==> src/rtl/program_sequencer_pkg.sv <==
// program_sequencer_pkg
// Shared definitions for the 8-bit processor's program sequencer:
//   - instruction field bit positions (16-bit instruction word)
//   - opcode constants
//   - write-back source select codes
//   - sequencer state encoding
// Instruction format: [15:12] opcode, [11:8] destination register,
//                     [7:4] read port A, [3:0] read port B, [7:0] immediate.
package program_sequencer_pkg;

    // Instruction field positions
    localparam int unsigned OP_MSB  = 15;
    localparam int unsigned OP_LSB  = 12;
    localparam int unsigned RD_MSB  = 11;
    localparam int unsigned RD_LSB  = 8;
    localparam int unsigned RA_MSB  = 7;
    localparam int unsigned RA_LSB  = 4;
    localparam int unsigned RB_MSB  = 3;
    localparam int unsigned RB_LSB  = 0;
    localparam int unsigned IMM_MSB = 7;
    localparam int unsigned IMM_LSB = 0;

    // Opcodes
    localparam logic [3:0] OP_SETC  = 4'b0000;  // write immediate
    localparam logic [3:0] OP_LOAD  = 4'b0001;  // write external input
    localparam logic [3:0] OP_COPY  = 4'b0010;  // copy port A
    localparam logic [3:0] OP_CCOPY = 4'b0011;  // copy port A if port B != 0
    localparam logic [3:0] OP_ADD   = 4'b0100;
    localparam logic [3:0] OP_NEG   = 4'b0101;
    localparam logic [3:0] OP_AND   = 4'b0110;
    localparam logic [3:0] OP_OR    = 4'b0111;
    localparam logic [3:0] OP_SHL   = 4'b1000;
    localparam logic [3:0] OP_CMP   = 4'b1011;
    localparam logic [3:0] OP_JMP   = 4'b1101;
    localparam logic [3:0] OP_HALT  = 4'b1110;
    localparam logic [3:0] OP_CHALT = 4'b1111;  // halt if port B == 0

    // Write-back source select
    localparam logic [1:0] WB_ALU   = 2'd0;
    localparam logic [1:0] WB_IMM   = 2'd1;
    localparam logic [1:0] WB_EXT   = 2'd2;
    localparam logic [1:0] WB_PORTA = 2'd3;

    // Sequencer states
    typedef enum logic [1:0] {
        StIdle    = 2'd0,
        StFetch   = 2'd1,
        StExecute = 2'd2,
        StHalted  = 2'd3
    } state_e;

    // Extract the opcode field from an instruction word
    function automatic logic [3:0] ir_opcode(input logic [15:0] ir);
        return ir[OP_MSB:OP_LSB];
    endfunction

endpackage

==> src/rtl/program_sequencer_if.sv <==
// program_sequencer_if
// Bundles the sequencer's control/status, instruction memory and register-file
// signals. Clock and reset stay outside as plain ports.
//   master : the sequencer (drives memory address, register-file controls, status)
//   slave  : the surrounding datapath / board (drives start, switches, memory data,
//            port B data)
interface program_sequencer_if;

    // Run control
    logic        start;
    logic [7:0]  programSelect;

    // Instruction memory
    logic [7:0]  imem_address;
    logic [7:0]  imem_select;
    logic [15:0] instruction;

    // Register file / ALU controls
    logic [3:0]  rf_read_a;
    logic [3:0]  rf_read_b;
    logic [7:0]  rf_read_b_data;
    logic        rf_write_en;
    logic [3:0]  rf_write_addr;
    logic [1:0]  wb_sel;
    logic [3:0]  alu_op;
    logic [7:0]  immediate;

    // Status
    logic [7:0]  pc;
    logic        busy;
    logic        halted;
    logic        fault;
    logic        illegal;
    logic [15:0] instr_count;

    modport master (
        input  start, programSelect, instruction, rf_read_b_data,
        output imem_address, imem_select,
        output rf_read_a, rf_read_b, rf_write_en, rf_write_addr, wb_sel, alu_op, immediate,
        output pc, busy, halted, fault, illegal, instr_count
    );

    modport slave (
        output start, programSelect, instruction, rf_read_b_data,
        input  imem_address, imem_select,
        input  rf_read_a, rf_read_b, rf_write_en, rf_write_addr, wb_sel, alu_op, immediate,
        input  pc, busy, halted, fault, illegal, instr_count
    );

endinterface

==> src/rtl/program_sequencer_instruction_decoder.sv <==
// program_sequencer_instruction_decoder
// Purely combinational decode of the latched instruction register.
// Ports:
//   ir          in  16  latched instruction
//   b_data      in   8  register-file port B data (conditional ops)
//   write_en    out  1  instruction writes the destination register
//   wb_sel      out  2  write-back source
//   is_jump     out  1  unconditional jump to the immediate
//   is_halt     out  1  halt (or conditional halt whose condition holds)
//   is_illegal  out  1  unused opcode
module program_sequencer_instruction_decoder
    import program_sequencer_pkg::*;
(
    input  logic [15:0] ir,
    input  logic [7:0]  b_data,
    output logic        write_en,
    output logic [1:0]  wb_sel,
    output logic        is_jump,
    output logic        is_halt,
    output logic        is_illegal
);

    logic [3:0] opcode;
    logic       b_zero;
    logic       unused_ir;

    assign opcode    = ir_opcode(ir);
    assign b_zero    = (b_data == 8'd0);
    // Only the opcode matters here; the operand fields are routed by the top.
    assign unused_ir = ^ir[RD_MSB:0];

    always_comb begin
        write_en   = 1'b0;
        wb_sel     = WB_ALU;
        is_jump    = 1'b0;
        is_halt    = 1'b0;
        is_illegal = 1'b0;
        case (opcode)
            OP_SETC: begin
                write_en = 1'b1;
                wb_sel   = WB_IMM;
            end
            OP_LOAD: begin
                write_en = 1'b1;
                wb_sel   = WB_EXT;
            end
            OP_COPY: begin
                write_en = 1'b1;
                wb_sel   = WB_PORTA;
            end
            OP_CCOPY: begin
                write_en = !b_zero;
                wb_sel   = WB_PORTA;
            end
            OP_ADD, OP_NEG, OP_AND, OP_OR, OP_SHL, OP_CMP: begin
                write_en = 1'b1;
                wb_sel   = WB_ALU;
            end
            OP_JMP:   is_jump = 1'b1;
            OP_HALT:  is_halt = 1'b1;
            OP_CHALT: is_halt = b_zero;
            default:  is_illegal = 1'b1;  // 1001, 1010, 1100
        endcase
    end

endmodule

==> src/rtl/program_sequencer.sv <==
// program_sequencer
// Fetch/execute control unit for the 8-bit processor. Each instruction takes
// two cycles: FETCH latches the instruction addressed by pc, EXECUTE decodes it,
// strobes the register-file write, and picks the next pc or a halt.
// Parameters:
//   MEM_DEPTH  valid instruction addresses per program (pc in 0..MEM_DEPTH-1)
//   MAX_INSTR  executed-instruction limit before a watchdog fault halt
// Ports:
//   clk    in  system clock, rising edge
//   reset  in  asynchronous, active-high
//   bus    master modport of program_sequencer_if (memory, register file, status)
module program_sequencer
    import program_sequencer_pkg::*;
#(
    parameter int unsigned MEM_DEPTH = 128,
    parameter int unsigned MAX_INSTR = 4096
) (
    input  logic                clk,
    input  logic                reset,
    program_sequencer_if.master bus
);

    // MEM_DEPTH may be 256, so pc bounds are compared at 9 bits.
    localparam logic [8:0]  PC_LIMIT    = 9'(MEM_DEPTH);
    localparam logic [15:0] COUNT_LIMIT = 16'(MAX_INSTR);

    state_e      state_q, state_d;
    logic [7:0]  pc_q, pc_d;
    logic [15:0] ir_q;
    logic [7:0]  sel_q, sel_d;
    logic [15:0] count_q, count_d;
    logic        fault_q, fault_d;
    logic        illegal_q, illegal_d;

    logic        dec_write_en;
    logic [1:0]  dec_wb_sel;
    logic        dec_is_jump;
    logic        dec_is_halt;
    logic        dec_is_illegal;

    logic [8:0]  pc_inc;
    logic [8:0]  next_pc;
    logic [15:0] count_inc;

    program_sequencer_instruction_decoder u_instruction_decoder (
        .ir         (ir_q),
        .b_data     (bus.rf_read_b_data),
        .write_en   (dec_write_en),
        .wb_sel     (dec_wb_sel),
        .is_jump    (dec_is_jump),
        .is_halt    (dec_is_halt),
        .is_illegal (dec_is_illegal)
    );

    assign pc_inc    = {1'b0, pc_q} + 9'd1;
    assign next_pc   = dec_is_jump ? {1'b0, ir_q[IMM_MSB:IMM_LSB]} : pc_inc;
    assign count_inc = (count_q == 16'hFFFF) ? count_q : count_q + 16'd1;

    // Next-state logic
    always_comb begin
        state_d   = state_q;
        pc_d      = pc_q;
        sel_d     = sel_q;
        count_d   = count_q;
        fault_d   = fault_q;
        illegal_d = illegal_q;
        unique case (state_q)
            StIdle, StHalted: begin
                if (bus.start) begin
                    state_d   = StFetch;
                    sel_d     = bus.programSelect;
                    pc_d      = 8'd0;
                    count_d   = 16'd0;
                    fault_d   = 1'b0;
                    illegal_d = 1'b0;
                end
            end
            StFetch: begin
                state_d = StExecute;
            end
            StExecute: begin
                count_d = count_inc;
                if (dec_is_illegal) begin
                    illegal_d = 1'b1;
                end
                // Halt beats watchdog beats address fault; on any stop pc keeps
                // the address of the instruction just executed.
                if (dec_is_halt) begin
                    state_d = StHalted;
                end else if (count_inc == COUNT_LIMIT) begin
                    fault_d = 1'b1;
                    state_d = StHalted;
                end else if (next_pc >= PC_LIMIT) begin
                    fault_d = 1'b1;
                    state_d = StHalted;
                end else begin
                    pc_d    = next_pc[7:0];
                    state_d = StFetch;
                end
            end
            default: state_d = StIdle;
        endcase
    end

    // State registers
    always_ff @(posedge clk or posedge reset) begin
        if (reset) begin
            state_q   <= StIdle;
            pc_q      <= 8'd0;
            ir_q      <= 16'd0;
            sel_q     <= 8'd0;
            count_q   <= 16'd0;
            fault_q   <= 1'b0;
            illegal_q <= 1'b0;
        end else begin
            state_q   <= state_d;
            pc_q      <= pc_d;
            sel_q     <= sel_d;
            count_q   <= count_d;
            fault_q   <= fault_d;
            illegal_q <= illegal_d;
            if (state_q == StFetch) begin
                ir_q <= bus.instruction;
            end
        end
    end

    // Outputs
    always_comb begin
        bus.imem_address  = pc_q;
        bus.imem_select   = sel_q;
        bus.rf_read_a     = ir_q[RA_MSB:RA_LSB];
        bus.rf_read_b     = ir_q[RB_MSB:RB_LSB];
        bus.rf_write_addr = ir_q[RD_MSB:RD_LSB];
        bus.alu_op        = ir_q[OP_MSB:OP_LSB];
        bus.immediate     = ir_q[IMM_MSB:IMM_LSB];
        // IR resets to 0000 (write immediate), whose decode would give wb_sel=1;
        // hold it at 0 until the first run so every output is 0 out of reset.
        bus.wb_sel        = (state_q == StIdle) ? WB_ALU : dec_wb_sel;
        bus.rf_write_en   = (state_q == StExecute) && dec_write_en;
        bus.pc            = pc_q;
        bus.busy          = (state_q == StFetch) || (state_q == StExecute);
        bus.halted        = (state_q == StHalted);
        bus.fault         = fault_q;
        bus.illegal       = illegal_q;
        bus.instr_count   = count_q;
    end

endmodule

==> src/flat_wrapper.sv <==
// flat-port wrapper written by rule: the top's interface ports become plain ports
module program_sequencer_flat import program_sequencer_pkg::*;
#(
    parameter int unsigned MEM_DEPTH = 128,
    parameter int unsigned MAX_INSTR = 4096
)
  (clk, reset, bus_start, bus_programSelect, bus_instruction, bus_rf_read_b_data, bus_imem_address, bus_imem_select, bus_rf_read_a, bus_rf_read_b, bus_rf_write_en, bus_rf_write_addr, bus_wb_sel, bus_alu_op, bus_immediate, bus_pc, bus_busy, bus_halted, bus_fault, bus_illegal, bus_instr_count);
  program_sequencer_if bus_i ();
  input  logic clk;
  input  logic reset;
  input wire logic [$bits(bus_i.start)-1:0] bus_start;
  input wire logic [$bits(bus_i.programSelect)-1:0] bus_programSelect;
  input wire logic [$bits(bus_i.instruction)-1:0] bus_instruction;
  input wire logic [$bits(bus_i.rf_read_b_data)-1:0] bus_rf_read_b_data;
  output wire logic [$bits(bus_i.imem_address)-1:0] bus_imem_address;
  output wire logic [$bits(bus_i.imem_select)-1:0] bus_imem_select;
  output wire logic [$bits(bus_i.rf_read_a)-1:0] bus_rf_read_a;
  output wire logic [$bits(bus_i.rf_read_b)-1:0] bus_rf_read_b;
  output wire logic [$bits(bus_i.rf_write_en)-1:0] bus_rf_write_en;
  output wire logic [$bits(bus_i.rf_write_addr)-1:0] bus_rf_write_addr;
  output wire logic [$bits(bus_i.wb_sel)-1:0] bus_wb_sel;
  output wire logic [$bits(bus_i.alu_op)-1:0] bus_alu_op;
  output wire logic [$bits(bus_i.immediate)-1:0] bus_immediate;
  output wire logic [$bits(bus_i.pc)-1:0] bus_pc;
  output wire logic [$bits(bus_i.busy)-1:0] bus_busy;
  output wire logic [$bits(bus_i.halted)-1:0] bus_halted;
  output wire logic [$bits(bus_i.fault)-1:0] bus_fault;
  output wire logic [$bits(bus_i.illegal)-1:0] bus_illegal;
  output wire logic [$bits(bus_i.instr_count)-1:0] bus_instr_count;
  assign bus_i.start = bus_start;
  assign bus_i.programSelect = bus_programSelect;
  assign bus_i.instruction = bus_instruction;
  assign bus_i.rf_read_b_data = bus_rf_read_b_data;
  assign bus_imem_address = bus_i.imem_address;
  assign bus_imem_select = bus_i.imem_select;
  assign bus_rf_read_a = bus_i.rf_read_a;
  assign bus_rf_read_b = bus_i.rf_read_b;
  assign bus_rf_write_en = bus_i.rf_write_en;
  assign bus_rf_write_addr = bus_i.rf_write_addr;
  assign bus_wb_sel = bus_i.wb_sel;
  assign bus_alu_op = bus_i.alu_op;
  assign bus_immediate = bus_i.immediate;
  assign bus_pc = bus_i.pc;
  assign bus_busy = bus_i.busy;
  assign bus_halted = bus_i.halted;
  assign bus_fault = bus_i.fault;
  assign bus_illegal = bus_i.illegal;
  assign bus_instr_count = bus_i.instr_count;
  program_sequencer #(.MEM_DEPTH(MEM_DEPTH), .MAX_INSTR(MAX_INSTR)) u_core (.clk(clk), .reset(reset), .bus(bus_i));
endmodule
==> config.mk <==
export PLATFORM = sky130hd
export DESIGN_NAME = program_sequencer_flat
export DESIGN_NICKNAME = d
export VERILOG_FILES = /design/src/rtl/program_sequencer_pkg.sv /design/src/rtl/program_sequencer_if.sv /design/src/rtl/program_sequencer_instruction_decoder.sv /design/src/rtl/program_sequencer.sv /design/src/flat_wrapper.sv
export SDC_FILE = /design/constraint.sdc
export NUM_CORES = 1
export LEC_CHECK = 0
export ABC_AREA = 0
export BUFFER_PORTS_ARGS = -buffer_cell sky130_fd_sc_hd__buf_2
export CORE_AREA = 3 3 84 86
export DETAILED_ROUTE_END_ITERATION = 6
export DIE_AREA = 0 0 87 89
export PLACE_DENSITY = 0.78
export REMOVE_ABC_BUFFERS = 1
export SYNTH_ARGS = -nofsm -noshare
export SYNTH_HDL_FRONTEND = slang
export SYNTH_SLANG_ARGS = --single-unit
export TNS_END_PERCENT = 5
==> constraint.sdc <==
create_clock -name clk -period 2.8 [get_ports clk]
set_clock_uncertainty 0.05 [all_clocks]
set_input_delay 0.56 -clock clk [delete_from_list [all_inputs] [get_ports clk]]
set_output_delay 0.56 -clock clk [all_outputs]
set_load 0.01 [all_outputs]
---- Word-level counts from Yosys, hierarchy flattened ----
Index checks and enable logic that the tools add are counted.
Widths: inputs -> output; s select.
storage, ports and cells
  register bits ........................... 52
  input bits .............................. 35
  output and inout bits ................... 71
  word-level logic and storage cells ...... 75
operators by class
  add/sub/neg operators ................... 2
  magnitude comparators ................... 1
  eq/ne operators ......................... 23
  multiplexer cells ....................... 26
  reductions and logical operators ........ 16
operators by type and width
  cell                   count
  $mux 16                2
  $mux 8                 4
  $pmux 16 s2            1
  $eq 4x4->1 const B     5
  $add 16x1->16 const B  1
  $eq 16x13->1 const B   1
  $eq 16x16->1 const B   1
  $eq 4x3->1 const B     4
  $pmux 8 s2             1
  $reduce_or 13->1       1
  $pmux 2 s3             2
  $mux 2                 5
  $ne 2x2->1 const B     5
  $add 8x1->9 const B    1
  $ge 9x8->1 const B     1
  $mux 9                 1
  $reduce_or 9->1        1
  $eq 4x2->1 const B     2
  $logic_not 8->1        1
  $pmux 1 s2             4
  $mux 1                 6
  $reduce_and 5->1       1
  $eq 2x2->1 const B     2
  $eq 4x1->1 const B     1
  12 further kinds       14

---- Logic depth before layout (Yosys ltp) ----
Gate-level depths: netlist (run 1).
  depth after elaboration ................. 8
  mapped depth ............................ 10
  mapped depth without buffers ............ 8

---- By module ----
Synthesis (run 1) repeated with hierarchy kept, for this count alone.
second synthesis, totals
  cells, all modules ...................... 355
  area, all modules ....................... 3216.8 um2
modules (own cells, without submodules)
  module                                 times used  cells an instance  area an instance (um2)
  program_sequencer                      1           337                3094.2
  program_sequencer_instruction_decoder  1           18                 122.6

---- Least setup slack after synthesis (run 1) ----
Ideal clock, no wire load.
  kind .................................... reg-to-reg
  start point ............................. register u_core.count_q[1] (netlist: u_core.bus.instr_count[1])
  end point ............................... register u_core.pc_q[5] (netlist: u_core.bus.imem_address[5])
  arrival ................................. 2414 ps
  required time ........................... 2624 ps
  setup slack ............................. 210 ps
  stages on the path, launching flop included .. 10
  buffers on the path ..................... 1
  clock period less this slack ............ 2590 ps
  path through ............................ dfrtp_1 > ha_1 > nand3_2 > nor4_4 > mux2i_1 > nor4_4 > nand4b_4 > and2_4 > buf_6 > a221o_1
between the ends
  cells in the longest elaborated chain, start to end .. 5
  elaborated cells between the ends (all ways) .. 6
  those cells by class .................... add/sub (1); eq/ne (3); mux (1); reduce/logical (1)
ends and longest elaborated chain
  element                                               RTL line                  source
  from (decl)                                           program_sequencer.sv:31   logic [15:0] count_q, count_d;
  from (signal assigned)                                program_sequencer.sv:119  count_q <= count_d;
  $add 16x1->16 / $eq 16x16->1 (equally long branches)  program_sequencer.sv:57   assign count_inc = (count_q == 16'hFFFF) ? count_q : count_q + 16'd1;
  $mux 16 (*)                                           program_sequencer.sv:57
  $eq 16x13->1 (*)                                      program_sequencer.sv:90   end else if (count_inc == COUNT_LIMIT) begin
  $ne 2x2->1 (no source line) (*)                       -
  $reduce_and 5->1 (no source line) (*)                 -
  to (signal assigned)                                  program_sequencer.sv:117  pc_q <= pc_d;
  to (decl)                                             program_sequencer.sv:28   logic [7:0] pc_q, pc_d;
Every way passes the cells marked *; elsewhere a longest branch is shown, timed or not.
A chain may end at the register's enable or synchronous reset.

---- Worst setup path in the final report (run 1) ----
  start point ............................. register u_core.count_q[5] (netlist: u_core.bus.instr_count[5])
  end point ............................... register u_core.pc_q[5] (netlist: u_core.bus.imem_address[5])
Same word-level chain as after synthesis.

==> flow_summary.toml, run 1 <==
[logic_synthesis]
ys.flop_type = "dfrtp_1"
synth-compound-area-share = 0.158
synth_fa_ha_area_frac = 0.0238
ys_ff_latch = 52
synth-seq-area-share = 0.412
synth_top_cell_area_share = 0.412
yosysWarnings = 0
synth-async-reset-ratio = 1.00
synth_area_leader_cell = "dfrtp_1"
muxShareOfSynthArea = 0.0729
synth_area_leaders = "dfrtp_1, nand2_1, mux2_2, buf_4, a21oi_1"
synth_common_cells = "nand2_1, dfrtp_1, nor2_1, buf_4"
yosysMostFrequentCell = "nand2_1"
synth-xor-area-share = 0.0111
synth_cell_types = 53
syn_area_um2 = 3160
synth_top_family_by_area = "simple AND/OR/NAND/NOR gates"
synthCells = 347
synthSimpleGateAreaFrac = 0.243
syn_avg_cell_area_um2 = 9.10
synth_edf_count = 0

[global_route]
grt_busiest_layer = "met2"
grt_first_pass_wirelength_mm = 13.5
grt_util_all_layers = 0.215
antenna_found_initial = 0
grt_max_degree = 26
grt-ovfl-total = 0
gr-usage-met3 = 0.0313
grt_pass1_vias = 2867
met1_usage = 0.279
use_met2 = 0.378

[clock_tree]
cts_max_path_buffers = 2
holdBufCountCts = 0
cts_setup_buffers = 0
insertion_delay_ns = 0.32
cts_tree = "built"
clk_pin_slew_ns = 0.10
htree_num_levels = 2
cts_resized = 0
clock-sinks = 52
cts_made_buffers = 5
clock_tree.root_cell = "clkbuf_8"

[place]
gp_congestion = 0.959
io_buffers = 105
place_area_um2 = 3650
dp_hpwl_mm = 6.11

[critical_path]
path_delay_family = "simple AND/OR/NAND/NOR gates"
cpMaxStageDelayCell = "dfrtp_1"
worst_ep_arrival_time_ns = 2.74
cp_cell_sequence = "nand4_2 > nor4_1 > mux2i_1 > o21ai_0 > nand4b_4 > and2_4 > a221o_1"
cp_num_buf_inv = 0
critPathKind = "flop to flop"
cp_slowest_stage_delay_ns = 0.53
worstPathRequired_ns = 2.96
crit_path_end_kind = "flop"
r2r-end = "u_core.bus.imem_address[5]"
regToRegSetupSlack_ns = 0.21
cp.depth = 7
rr_worst_depth = 7
start_kind = "flop"
cp_max_fo = 10
r2r-start = "u_core.bus.instr_count[5]"

[power]
internal_power_uw = 1810
power.density_nw_per_um2 = 842
p_sw_uw = 1350
clockPowerShare = 0.146
switching_share = 0.427
power.sequential.fraction = 0.375
combPwrFrac = 0.480
ir_worst_vdd_mv = 0.553
p_leak_uw = 0.00186

[min_path]
min_path_type = "input port to asynchronous set/reset pin"

[job]
cap_violations = 0

[cells_and_area]
antenna_cells = 0
final_net_count = 476
multi_input_area_um2 = 1610
fillers = 566
seq_area_um2 = 1300
design_area_um2 = 3740
drive_gt1_frac = 0.346
area_growth_pct = 18.6

[die]
rows = 29
die_height_um = 89
core-area_um2 = 6350
die-area_um2 = 7740
ios = 106
die_w_um = 87
start_util = 0.497

[routing]
drc = 0
routed_wl_mm = 8.05
num_vias = 2980
detail_route.first_pass.iterations = 4
first_iter_violations = 157
ant_nets = 0
wl_per_cell_um = 15.7
viasPerCell = 5.81

[sta]
slew_viol_final = 0
tns_ns = 0
min_period_ns = 2.59
relSlewSlack = 0.468
fin_crit_sh = 0.923
setup_violations = 0
timing.fmax_ghz = 0.387
tightest_slew_ns = 0.798
final-hold-violation-count = 0
rsz0062_at_grt = "false"

[status]
status = "complete, no violations"
[power by group through the flow]
stage	clock network [µW]	registers, µW	logic [µW]
final	459	1180	1510
after global routing	502	1220	1670
after CTS	469	1180	1530
after detailed placement	0	1190	1530
after global placement	0	1180	1480
after floorplan	0	1300	783
[state kept, by name, indices dropped and copies added, names as in the netlist]
name                     count
u_core.state_q               2
u_core.bus.imem_select       8
u_core.bus.illegal           1
u_core.bus.fault             1
u_core.bus.instr_count      16
u_core.bus.imem_address      8
u_core.ir_q                 16
[final cells by class]
cell class              instances  area share
flip-flops and latches         52       0.348
clock inverters                 3     0.00668
multi-input cells             249       0.429
well taps                      77      0.0257
clock buffers                   5      0.0184
repair buffers                115       0.160
inverters                      12      0.0120
[cells by family after synthesis]
logic type      Yosys count
buf+inv                  46
xor+xnor                  4
fa+ha+maj                 6
compound gates           75
flops                    52
simple gates            143
mux                      21
[cell usage in the layout, fill, tap and decap left out, types with 3 or more instances in the layout]
master	instances
mux2i_1	5
a32o_1	4
o21ai_0	16
buf_4	10
mux2_2	16
xnor2_1	3
a21o_1	4
nand4_1	4
and2_1	4
nor3_1	7
or3_1	3
clkbuf_8	5
nor4_1	7
a211o_1	3
and3_1	11
nand3_1	12
ha_1	6
dfrtp_1	52
o31ai_1	10
nor2_1	18
buf_2	105
inv_1	10
nand2_1	60
nor4_4	3
a31oi_1	8
a21oi_1	16
[stage by stage]
stage                util  setup slack, ns  power [µW]  hold WS (ns)  std cells
floorplan               -            0.292        2080         0.464        313
global placement    0.575            0.329        2660         0.408        505
detailed placement  0.575            0.236        2710         0.411        505
CTS                 0.590            0.232        3170         0.233        513
global route        0.590           0.0247        3390         0.249        513
finish              0.590            0.215        3150         0.221        513
[worst register-to-register path, cell delays in order, from the launching register on]
cell and delay (ns):
dfrtp_1 0.53, nand4_2 0.31, nor4_1 0.42, mux2i_1 0.27
o21ai_0 0.11, nand4b_4 0.25, and2_4 0.24, a221o_1 0.30
[how the worst max path moves through the flow]
stage                                          from                         end  slack [ns]
after floorplan           u_core.bus.instr_count[1]  u_core.bus.imem_address[5]        0.29
after global placement    u_core.bus.instr_count[0]  u_core.bus.imem_address[5]        0.33
after detailed placement  u_core.bus.instr_count[0]  u_core.bus.imem_address[5]        0.24
after CTS                 u_core.bus.instr_count[0]  u_core.bus.imem_address[5]        0.23
after global routing      u_core.bus.instr_count[2]  u_core.bus.imem_address[5]        0.02
final                     u_core.bus.instr_count[5]  u_core.bus.imem_address[5]        0.21
[metal layers]
layer  part of all wire  wire length, µm
met1               0.42             3380
met3              0.068              545
met5                  0                0
met4              0.015              118
met2               0.50             4010
Power figures use the tool's default switching activity.
==> run 2: changes to the inputs <==
==> constraint.sdc (replaced) <==
create_clock -name clk -period 2.8 [get_ports clk]
set_clock_uncertainty 0.05 [all_clocks]
set_input_delay 0.14 -clock clk [delete_from_list [all_inputs] [get_ports clk]]
set_output_delay 0.14 -clock clk [all_outputs]
set_load 0.01 [all_outputs]
==> run 2 against run 1 <==
  * First-iteration DRC count rose by 97%
  * Flip-flop and latch count did not move
  * Core utilization rose by 3.4 points
  * Register-to-register slack got worse by 0.03 ns
  * Die area did not move
  * Worst setup slack got worse by 0.027 ns
  * Largest power group unchanged
  * Design area rose by 5.7%
  * Count of clock-buffer cells in the layout did not move
  * Largest cell class unchanged
==> flow_summary.toml, run 2 (synthesized netlist as in run 1, its figures left out) <==
[clock_tree]
clock_tree.root_cell = "clkbuf_8"
cts_resized = 0
cts_tree = "built"
clock-sinks = 52
cts_made_buffers = 5
clk_pin_slew_ns = 0.10
insertion_delay_ns = 0.31
cts_max_path_buffers = 2
htree_num_levels = 2

[sta]
slew_viol_final = 0
final-hold-violation-count = 0
tightest_slew_ns = 0.812
fin_crit_sh = 0.933
rsz0062_at_grt = "false"
fin_ws_ns = 0.187
relSlewSlack = 0.459
tns_ns = 0
timing.fmax_ghz = 0.383
min_period_ns = 2.61
setup_violations = 0
hold-worst-slack_ns = 0.00718

[die]
die_w_um = 87
die-area_um2 = 7740
start_util = 0.497
die_height_um = 89
core-area_um2 = 6350
ios = 106
rows = 29

[routing]
viasPerCell = 5.62
wl_per_cell_um = 15.7
num_vias = 3002
first_iter_violations = 309
routed_wl_mm = 8.40
drc = 0
detail_route.first_pass.iterations = 6
ant_nets = 0

[global_route]
grt_util_all_layers = 0.226
antenna_found_initial = 0
grt-ovfl-total = 0
grt_max_degree = 29
grt_pass1_vias = 2898
grt_first_pass_wirelength_mm = 14.0

[critical_path]
start_kind = "flop"
regToRegSetupSlack_ns = 0.19
r2r-end = "u_core.bus.imem_address[5]"
cp_max_fo = 11
worst_ep_arrival_time_ns = 2.77
rr_worst_depth = 7
critPathKind = "flop to flop"
r2r-start = "u_core.bus.instr_count[2]"
worstPathRequired_ns = 2.95
crit_path_end_kind = "flop"
cp_cell_sequence = "and4_1 > nand2_1 > o41ai_1 > o211a_1 > nand4b_4 > and2_4 > a221o_1"
cp_slowest_stage_delay_ns = 0.53
cpMaxStageDelayCell = "dfrtp_1"

[cells_and_area]
fillers = 518
antenna_cells = 0
final_common_cell = "buf_2"
final_net_count = 497
drive_gt1_frac = 0.328
instances_no_fill = 534
seq_area_um2 = 1300
area_growth_pct = 25.4
multi_input_area_um2 = 1610
final_cell_mix = "buf_2, nand2_1, dfrtp_1"

[power]
p_leak_uw = 0.00195
ir_worst_vdd_mv = 0.564
power.density_nw_per_um2 = 806

[min_path]
min_path_type = "input port to flop"
min_from = "bus_instruction[6]"
min_path_cells = 2
holdPathEnd = "u_core.ir_q[6]"

[place]
dp_slack_ns = 0.222
gp_congestion = 0.944
io_buffers = 105
dp_hpwl_mm = 6.00
dp.cells = 504

[job]
cap_violations = 0

[status]
status = "complete, no violations"
## run 2: cell count changes in the layout (fill, tap and decap cells not counted), sizes merged
cell         previous run  this run
inv                    13        12
clkinv                  1         2
dlygate4sd3             0        22
buf                   115       114
## run 2: layout make-up
cell class,count,share of cell area
Clock inverter,3,0.00695
Multi-Input combinational cell,249,0.406
Timing Repair Buffer,136,0.205
Inverter,12,0.0114
Sequential cell,52,0.329
Tap cell,77,0.0243
Clock buffer,5,0.0174
## run 2: report_power, final
part / leakage, µW / switching [µW] / total, µW / internal [µW]
combinational: 0.00123 / 879 / 1560 / 676
clock: 0.0000463 / 279 / 463 / 184
sequential: 0.000672 / 209 / 1170 / 965
## run 2: what timing repair did
item	in CTS	in global routing
hold endpoints to repair	46	2
hold buffers	20	2
buffers inserted	0	0
## run 2: layer usage
layer  global-route usage  part of all wire
met3               0.0359             0.053
met5                    0                 0
met1                0.285              0.42
met2                0.403              0.52
met4               0.0581            0.0092
## run 2: worst max-delay path by stage
stage	startpoint	slack (ns)	cells past startpoint	endpoint
global placement	u_core.bus.instr_count[0]	0.34	8	u_core.bus.imem_address[5]
floorplan	u_core.bus.instr_count[1]	0.29	8	u_core.bus.imem_address[5]
global route	u_core.bus.instr_count[2]	0.01	7	u_core.bus.imem_address[5]
CTS	u_core.bus.instr_count[0]	0.21	8	u_core.bus.imem_address[5]
detailed placement	u_core.bus.instr_count[0]	0.22	8	u_core.bus.imem_address[5]
finish	u_core.bus.instr_count[2]	0.19	7	u_core.bus.imem_address[5]
## run 2: worst max-delay path: cells and delay by family (launching register included)
family          cells  cell delay, ns
simple gates        4            0.98
flops               1            0.53
compound gates      3            0.93
## run 2: per-stage QoR
step | instance area (µm²) | utilization | power (µW)
global placement | 3640 | 0.574 | 2660
global route | 3960 | 0.623 | 3420
detailed placement | 3640 | 0.574 | 2710
floorplan | 2950 | - | 2080
CTS | 3940 | 0.620 | 3190
finish | 3960 | 0.623 | 3190
